===== config.mk =====
export PLATFORM = sky130hd
export DESIGN_NAME = ram_march_bist_flat
export DESIGN_NICKNAME = d
export VERILOG_FILES = /design/src/rtl/ram_bist_pkg.sv /design/src/rtl/ram_march_bist_if.sv /design/src/rtl/bist_addr_gen.sv /design/src/rtl/ram_march_bist.sv /design/src/flat_wrapper.sv
export SDC_FILE = /design/constraint.sdc
export NUM_CORES = 1
export LEC_CHECK = 0
export ABC_CLOCK_PERIOD_IN_PS = 6400
export BUFFER_PORTS_ARGS = -buffer_cell sky130_fd_sc_hd__buf_2
export CAP_MARGIN = 20
export CORE_MARGIN = 2
export CORE_UTILIZATION = 40
export CTS_CLUSTER_SIZE = 14
export DETAILED_ROUTE_END_ITERATION = 16
export SETUP_SLACK_MARGIN = 0.02
export SLEW_MARGIN = 5
export SYNTH_ARGS = -nofsm -noshare
export SYNTH_HDL_FRONTEND = slang
export SYNTH_HIERARCHICAL = 1
export SYNTH_SLANG_ARGS = --single-unit

===== constraint.sdc =====
create_clock -name clk -period 6.4 [get_ports clk]
set_clock_uncertainty 0.2 [all_clocks]
set_input_delay 0.96 -clock clk [delete_from_list [all_inputs] [get_ports clk]]
set_output_delay 0.96 -clock clk [all_outputs]
set_load 0.03 [all_outputs]

===== src/rtl/ram_bist_pkg.sv =====
// Shared types and constants for the March C- style RAM BIST.
package ram_bist_pkg;

    typedef enum logic [2:0] {IDLE, M0, M1, M2, M3, DONE} state_e;

    // Second phase is a write in M1/M2 and a pure check in M3.
    typedef enum logic {RD, WR_CHK} phase_e;

    localparam logic [7:0] BG_DEF = 8'h55;

    localparam logic DIR_UP = 1'b1;
    localparam logic DIR_DN = 1'b0;

endpackage


===== src/rtl/ram_march_bist_if.sv =====
// RAM port bundle between the BIST initiator (master) and the RAM (slave).
interface ram_march_bist_if #(
    parameter int ADDR_W = 4,
    parameter int DATA_W = 8
);
    logic              mem_we;
    logic [ADDR_W-1:0] mem_addr;
    logic [DATA_W-1:0] mem_din;
    logic [DATA_W-1:0] mem_dout;

    modport master (output mem_we, mem_addr, mem_din, input mem_dout);
    modport slave  (input mem_we, mem_addr, mem_din, output mem_dout);
endinterface


===== src/rtl/bist_addr_gen.sv =====
// Up/down address counter for the March elements; load snaps to the element start.
module bist_addr_gen
    import ram_bist_pkg::*;
#(
    parameter int ADDR_W = 4
) (
    input  logic              clk,
    input  logic              rst_n,
    input  logic              ld_i,
    input  logic              ld_up_i,
    input  logic              step_i,
    input  logic              up_i,
    output logic [ADDR_W-1:0] addr_o,
    output logic              last_o
);
    logic [ADDR_W-1:0] addr_q, addr_d;

    always_comb begin
        addr_d = addr_q;
        if (ld_i)
            addr_d = (ld_up_i == DIR_UP) ? '0 : '1;
        else if (step_i)
            addr_d = (up_i == DIR_UP) ? addr_q + ADDR_W'(1) : addr_q - ADDR_W'(1);
    end

    always_ff @(posedge clk or negedge rst_n) begin
        if (!rst_n) addr_q <= '0;
        else        addr_q <= addr_d;
    end

    assign addr_o = addr_q;
    // Last address of the element in the current sweep direction.
    assign last_o = (up_i == DIR_UP) ? (addr_q == '1) : (addr_q == '0);
endmodule


===== src/rtl/ram_march_bist.sv =====
// March BIST initiator: sequences M0..M3 over the RAM, compares read data, reports results.
module ram_march_bist
    import ram_bist_pkg::*;
#(
    parameter int              ADDR_W = 4,
    parameter int              DATA_W = 8,
    parameter logic [DATA_W-1:0] BG   = DATA_W'(BG_DEF)
) (
    input  logic              clk,
    input  logic              rst_n,
    input  logic              start,
    output logic              busy,
    output logic              done,
    output logic              pass,
    output logic [ADDR_W-1:0] fail_addr,
    output logic [DATA_W-1:0] fail_data,
    output logic [7:0]        err_cnt,
    ram_march_bist_if.master  mem
);
    state_e            state_q;
    phase_e            phase_q;
    logic              busy_q, done_q, pass_q, we_q;
    logic [DATA_W-1:0] din_q, fail_data_q;
    logic [ADDR_W-1:0] fail_addr_q, addr;
    logic [7:0]        err_q, err_d;
    logic              ld, ld_up, step, up, last, cmp_en, mism;
    logic [DATA_W-1:0] exp_d;

    bist_addr_gen #(.ADDR_W(ADDR_W)) u_addr (
        .clk(clk), .rst_n(rst_n), .ld_i(ld), .ld_up_i(ld_up),
        .step_i(step), .up_i(up), .addr_o(addr), .last_o(last)
    );

    // Counter control and compare enable for the cycle now on the RAM ports.
    always_comb begin
        ld = 1'b0; ld_up = DIR_UP; step = 1'b0; up = DIR_UP;
        cmp_en = 1'b0; exp_d = BG;
        unique case (state_q)
            IDLE: begin ld = start; end
            M0: begin
                if (last) ld = 1'b1; else step = 1'b1;
            end
            M1, M2, M3: begin
                up    = (state_q == M1) ? DIR_UP : DIR_DN;
                exp_d = (state_q == M2) ? ~BG : BG;
                if (phase_q == WR_CHK) begin
                    cmp_en = 1'b1;
                    if (last) begin
                        ld    = 1'b1;
                        ld_up = (state_q == M3) ? DIR_UP : DIR_DN;
                    end else begin
                        step = 1'b1;
                    end
                end
            end
            default: ;
        endcase
    end

    assign mism  = cmp_en && (mem.mem_dout != exp_d);
    assign err_d = (mism && err_q != 8'hFF) ? err_q + 8'd1 : err_q;

    always_ff @(posedge clk or negedge rst_n) begin
        if (!rst_n) begin
            state_q <= IDLE;   phase_q <= RD;
            busy_q  <= 1'b0;   done_q  <= 1'b0;  pass_q <= 1'b0;  we_q <= 1'b0;
            din_q   <= '0;     fail_addr_q <= '0; fail_data_q <= '0; err_q <= '0;
        end else begin
            unique case (state_q)
                IDLE: begin
                    done_q <= 1'b0;
                    if (start) begin
                        state_q <= M0;   busy_q <= 1'b1;
                        we_q    <= 1'b1; din_q  <= BG;
                        err_q   <= '0;   pass_q <= 1'b0;
                        fail_addr_q <= '0; fail_data_q <= '0;
                    end
                end
                M0: if (last) begin
                    state_q <= M1; phase_q <= RD; we_q <= 1'b0;
                end
                M1, M2: begin
                    if (phase_q == RD) begin
                        phase_q <= WR_CHK; we_q <= 1'b1;
                        din_q   <= (state_q == M1) ? ~BG : BG;
                    end else begin
                        phase_q <= RD; we_q <= 1'b0;
                        if (last) state_q <= (state_q == M1) ? M2 : M3;
                    end
                end
                M3: begin
                    if (phase_q == RD) begin
                        phase_q <= WR_CHK;
                    end else begin
                        phase_q <= RD;
                        if (last) begin
                            state_q <= DONE; busy_q <= 1'b0; done_q <= 1'b1;
                            pass_q  <= (err_d == 8'd0); din_q <= '0;
                        end
                    end
                end
                DONE: begin state_q <= IDLE; done_q <= 1'b0; end
                default: state_q <= IDLE;
            endcase
            // Only the first mismatch of a run is captured; later ones just count.
            if (mism) begin
                err_q <= err_d;
                if (err_q == 8'd0) begin
                    fail_addr_q <= addr;
                    fail_data_q <= mem.mem_dout;
                end
            end
        end
    end

    assign busy         = busy_q;
    assign done         = done_q;
    assign pass         = pass_q;
    assign fail_addr    = fail_addr_q;
    assign fail_data    = fail_data_q;
    assign err_cnt      = err_q;
    assign mem.mem_we   = we_q;
    assign mem.mem_addr = addr;
    assign mem.mem_din  = din_q;
endmodule


===== src/flat_wrapper.sv =====
// flat-port wrapper written by rule: the top's interface ports become plain ports
module ram_march_bist_flat import ram_bist_pkg::*;
#(
    parameter int              ADDR_W = 4,
    parameter int              DATA_W = 8,
    parameter logic [DATA_W-1:0] BG   = DATA_W'(BG_DEF)
)
  (clk, rst_n, start, busy, done, pass, fail_addr, fail_data, err_cnt, mem_mem_we, mem_mem_addr, mem_mem_din, mem_mem_dout);
  ram_march_bist_if #(.ADDR_W(ADDR_W), .DATA_W(DATA_W)) mem_i ();
  input  logic clk;
  input  logic rst_n;
  input  logic start;
  output logic busy;
  output logic done;
  output logic pass;
  output logic [ADDR_W-1:0] fail_addr;
  output logic [DATA_W-1:0] fail_data;
  output logic [7:0] err_cnt;
  output wire logic [$bits(mem_i.mem_we)-1:0] mem_mem_we;
  output wire logic [$bits(mem_i.mem_addr)-1:0] mem_mem_addr;
  output wire logic [$bits(mem_i.mem_din)-1:0] mem_mem_din;
  input wire logic [$bits(mem_i.mem_dout)-1:0] mem_mem_dout;
  assign mem_mem_we = mem_i.mem_we;
  assign mem_mem_addr = mem_i.mem_addr;
  assign mem_mem_din = mem_i.mem_din;
  assign mem_i.mem_dout = mem_mem_dout;
  ram_march_bist #(.ADDR_W(ADDR_W), .DATA_W(DATA_W), .BG(BG)) u_core (.clk(clk), .rst_n(rst_n), .start(start), .busy(busy), .done(done), .pass(pass), .fail_addr(fail_addr), .fail_data(fail_data), .err_cnt(err_cnt), .mem(mem_i));
endmodule

After elaboration in Yosys (flattened, before gate mapping) --
Cells that the tools add are included. Widths: inputs -> output; s select.
Operators by class: $add $sub $neg 3, multipliers 0, divide/modulo/power cells 0, $lt $le $gt $ge 0, eq/ne operators 15, shifts and indexed selects 0, multiplexer cells 61, bitwise gates (word level) 0, reductions and logical operators 24
Operators by type and width (count):
- $mux 8 | 15
- $mux 4 | 8
- $pmux 8 s3 | 1
- $mux 1 | 22
- $mux 3 | 7
- $logic_not 8->1 | 2
- $pmux 3 s4 | 1
- $reduce_bool 2->1 | 6
- $ne 2x1->1 const B | 5
- $pmux 1 s2 | 5
- $add 8x1->8 const B | 1
- $ne 8x8->1 | 1
- $ne 8x8->1 const B | 1
- $eq 3x2->1 const B | 2
- $eq 3x3->1 const B | 2
- $pmux 1 s3 | 2
- $reduce_and 3->1 | 2
- $reduce_and 6->1 | 1
- $reduce_bool 3->1 | 2
- $reduce_and 5->1 | 1
- $add 4x1->4 const B | 1
- $eq 4x4->1 const B | 1
- $logic_not 4->1 | 1
- $ne 2x2->1 const B | 2
- other kinds (8) | 11
Storage, ports and cells: flip-flop bits (word level) 40, bits in latches 0, RAM bits 0, memory bits (read-only) 0, bits of input ports 11, output and inout bits 36, word-level logic and storage cells 114, memories 0

Longest topological paths before layout --
depth in word-level cells 11, gate-level depth with buffers 14, depth with buffers taken out 12

Cells and area by module --
The synthesis kept the hierarchy.
Modules (own cells, without submodules):
- ram_march_bist | instances 1, cells each 219, area an instance 1849.3 µm², seq. area each 750.7 µm²
- bist_addr_gen | instances 1, cells each 33, area an instance 342.8 µm², seq. area each 100.1 µm²

Worst setup path after synthesis --
Ideal clock, no wire load.
path kind reg-to-reg, start point reg u_core.state_q[0], end point reg u_core.pass_q, in the netlist u_core/pass, library setup time 0.092 ns, data arrival time 3.339 ns, data required time 6.108 ns, path slack 2.769 ns, stages on the path, launching flop included 12, path buffers 1, clock period less this slack 3.631 ns, cells stage by stage dfrtp_1 buf_6 or3b_4 and2_1 or4_1 o21ai_0 nand3_1 or3_1 or4_1 a21oi_1 o2bb2ai_1 o31ai_2
Between the ends: elaborated cells on any way between the ends 24, those cells by class 7 x eq/ne; 10 x mux; 7 x reduce/logical
RTL lines:
- from (decl) | line ram_march_bist.sv:20 | state_e state_q;
- from (signal assigned) | line ram_march_bist.sv:88 | if (last) state_q <= (state_q == M1) ? M2 : M3;
- $eq 3x3->1 (tied with other cells) | line ram_march_bist.sv:38 | unique case (state_q)
- $reduce_or 3->1 (no line) / $mux 1 (equally long branches)
- $mux 1 (*) | line ram_march_bist.sv:38
- via u_core.up | line ram_march_bist.sv:26 | logic ld, ld_up, step, up, last, cmp_en, mism;
- $mux 1 (*) | line bist_addr_gen.sv:33 | assign last_o = (up_i == DIR_UP) ? (addr_q == '1) : (addr_q == '0);
- via u_core.last | line ram_march_bist.sv:26
- $ne 2x1->1 (no line) (*)
- $reduce_and 4->1 (no line) (*)
- to (signal assigned) | line ram_march_bist.sv:66 | busy_q <= 1'b0; done_q <= 1'b0; pass_q <= 1'b0; we_q <= 1'b0;
- to (signal assigned) | line ram_march_bist.sv:75 | err_q <= '0; pass_q <= 1'b0;
- to (signal assigned) | line ram_march_bist.sv:98 | pass_q <= (err_d == 8'd0); din_q <= '0;
- to (decl) | line ram_march_bist.sv:22 | logic busy_q, done_q, pass_q, we_q;
Mark *: on every way through the listed nets, which the timed path passes. The rest lies on a longest branch. The select of a mux whose other input is x is not followed. A chain may end at the register's enable or synchronous reset.

Worst setup path in the final report --
start point reg u_core.state_q[1], end point reg u_core.u_addr.addr_q[3], in the netlist u_core/u_addr/addr_o[3]
Between the ends: elaborated cells on any way between the ends 24, those cells by class 4 x eq/ne; 17 x mux; 3 x reduce/logical
RTL lines:
- $eq 3x3->1 (tied with other cells) | line ram_march_bist.sv:38
- $reduce_or 3->1 (no line) / $mux 1 (equally long branches)
- $mux 1 (*) | line ram_march_bist.sv:38
- via u_core.up | line ram_march_bist.sv:26
- $mux 1 (*) | line bist_addr_gen.sv:33
- via u_core.last | line ram_march_bist.sv:26
- $mux 1 (*) | line ram_march_bist.sv:41, ram_march_bist.sv:48
- $mux 1 | line ram_march_bist.sv:46 | if (phase_q == WR_CHK) begin
- $pmux 1 s3 (*) | line ram_march_bist.sv:38
- via u_core.ld | line ram_march_bist.sv:26
- $mux 4 / $reduce_bool 2->1 (equally long branches)
- to (signal assigned) | line bist_addr_gen.sv:28 | else addr_q <= addr_d;
- to (decl) | line bist_addr_gen.sv:16 | logic [ADDR_W-1:0] addr_q, addr_d;
Marked as above.

==> flow_summary.json <==
{
  "syn_inst": 252,
  "fill_cells": 533,
  "synth-edff-count": 0,
  "dp.cells": 346,
  "coreArea_sq_mm": 0.005205,
  "synth_commonest_cells": "dfrtp_1, o21ai_0, nand2_1, nand3_1",
  "startpoint_type": "register",
  "cts_resized": 0,
  "slew_headroom_pct": 43.11,
  "yosysSeqAreaShare_pct": 38.81,
  "num-nets-final": 299,
  "remaining_drc_errors": 0,
  "finalHoldViolCount": 0,
  "final_cell_count_no_fill": 353,
  "post_cts_buffers": 0,
  "period_share_pct": 67.45,
  "syn_to_final_growth_pct": 13.58,
  "ant_nets": 0,
  "syn_nets": 268,
  "diodes": 0,
  "finalMaxSlewViolations": 0,
  "min_path_type": "reg2reg",
  "pin_count": 47,
  "ys_seq_elements": 34,
  "arrival_ns": 4.32,
  "viasPerCell": 5.346,
  "rows": 26,
  "p_leak_nw": 1.164,
  "p_total_mw": 0.7920,
  "die_w_um": 78.03,
  "r2r_end": "u_core/u_addr/addr_o[3]",
  "gp_congestion": 0.7705,
  "rsz0062_at_grt": "no",
  "hpwl_mm": 3.337,
  "initial_utilization_pct": 42.12,
  "synthTopCellsByArea": "dfrtp_1, o21ai_0, nand3_1",
  "synth.most_common_cell": "dfrtp_1",
  "max_clock_freq_mhz": 231.6,
  "globalRouteOverflowTotal": 0,
  "cts_root_buffer": "clkbuf_8",
  "numClockSinks": 34,
  "htree_num_levels": 2,
  "drive_gt1_share_pct": 23.32,
  "synthArstFlopShare_pct": 100.0,
  "cts_buffers": 5,
  "path_clk_slew_ns": 0.07,
  "status": "finished, final reports clean",
  "routed_wl_mm": 4.778,
  "ir_drop_uv": 140.9,
  "cp_max_fo": 21,
  "max_cap_viol_count": 0,
  "power.density_mw_per_mm2": 318.1,
  "ctsHoldBuffers": 0,
  "seqCellArea_sq_um": 850.8,
  "synth.distinct_cells": 55,
  "dieArea_sq_mm": 0.006089,
  "clk_latency_ns": 0.29,
  "netlist_area_sq_mm": 0.002192,
  "synthFlopType": "dfrtp_1",
  "synth_warnings": 6,
  "r2r_start": "u_core/state_q[1]",
  "grt_use_total_pct": 16.74,
  "crit_start": "u_core/state_q[1]",
  "ff2ff_setup_slack_ns": 2.08,
  "vias": 1887,
  "worst_pin_slew_ns": 0.8444,
  "port_buffers": 46,
  "path_class": "reg2reg",
  "grt_pass1_wl_mm": 8.121,
  "ff2ff_path_depth": 11,
  "final.setup.tns_ns": 0,
  "multi_input_area_sq_mm": 0.001145,
  "cts_max_path_buffers": 2,
  "wl_per_cell_um": 13.54,
  "post-route-min-period_ns": 4.317,
  "antenna_found_initial": 0,
  "syn_area_per_cell_sq_um": 8.699,
  "dr.first_iter.drc_count": 91,
  "end_kind": "register",
  "cp-endpoint": "u_core/u_addr/addr_o[3]",
  "chipHeight_um": 78.03,
  "critPathRequiredTime_ns": 6.40,
  "drtPass1Iterations": 4,
  "grt_pass1_vias": 1750,
  "synth_top_cell_area_share_pct": 38.81,
  "yosysTopAreaCell": "dfrtp_1",
  "setup_viol_count_final": 0,
  "grt_max_degree": 35,
  "cts_tree": "built"
}
==> worst max-delay path, cell delays in order (launching register included) <==
cell and delay, ns:
dfrtp_1 0.58, or3b_4 0.47, and2_1 0.23, or4_1 0.52, o21ai_0 0.64, nand3_1 0.23, nand2_1 0.13, o21ai_0 0.07
o21ai_0 0.69, nand4bb_1 0.24, a221oi_2 0.06, nor3_1 0.18
==> placed cells by master, fill, tap and decap left out, drive strengths merged, types with 4 or more instances in the layout <==
cell type   n
nand3      22
mux2i       8
o21ai      24
ha          4
buf        46
nand2      23
a21oi      10
clkbuf      6
nand2b      6
nor2       17
dfrtp      34
inv        17
nor2b       4
nand4       7
nor3        5
==> worst min-delay path by stage <==
stage | cells after the start | start | to | slack, ns
after floorplan | 2 | u_core/state_q[1] | u_core/state_q[2] | 0.37
after global placement | 2 | u_core/busy | u_core/busy | 0.26
after detailed placement | 2 | u_core/busy | u_core/busy | 0.27
after CTS | 2 | u_core/busy | u_core/busy | 0.28
after global routing | 2 | u_core/busy | u_core/busy | 0.30
final | 2 | u_core/busy | u_core/busy | 0.27
==> routing by layer <==
layer | global-route usage, % | part of all wire (%)
met2 | 26.47 | 47
met1 | 22.27 | 48
met3 | 3.793 | 3.6
met5 | 0 | 0
met4 | 6.667 | 1.4
==> power by group <==
group | leakage [nW] | switching (mW) | internal [mW]
registers | 0.409 | 0.0578 | 0.268
logic | 0.698 | 0.178 | 0.0865
clock network | 0.0573 | 0.0773 | 0.125
==> cell type report <==
class	count	share of cell area, %
multi-input combinational	179	45.98
sequential	34	34.17
timing repair buffer	46	9.246
tap	70	3.518
clock buffer	6	3.317
inverter	17	2.563
clock inverter	1	1.206
==> stage by stage <==
step	setup slack [ns]	util, %	hold slack [ns]	instance area (sq um)
after detailed placement	2.205	45.67	0.2655	2377
after global routing	1.849	47.84	0.2954	2490
after CTS	2.144	47.84	0.2821	2490
after floorplan	2.769	-	0.3651	2192
final	2.083	47.84	0.2748	2490
after global placement	2.298	45.67	0.2573	2377
==> registers in the layout, indices dropped and copies added (netlist names) <==
signal,count
u_core/fail_data,8
u_core/busy,1
u_core/state_q,3
u_core/phase_q,1
u_core/fail_addr,4
u_core/u_addr/addr_o,4
u_core/err_cnt,8
u_core/mem.mem_we,1
u_core/pass,1
u_core/mem.mem_din,2
u_core/done,1
==> cells by family after synthesis <==
group	Yosys count	share of synthesized area, %
muxes	11	5.365
adders and majority gates	5	3.196
xor gates and xnor gates	4	1.598
AOI/OAI and AO/OA	52	15.41
and+or+nand+nor	107	26.66
buffers and inverters	39	8.961
DFF	34	38.81
Note: power is estimated with default switching activity, not from simulation.
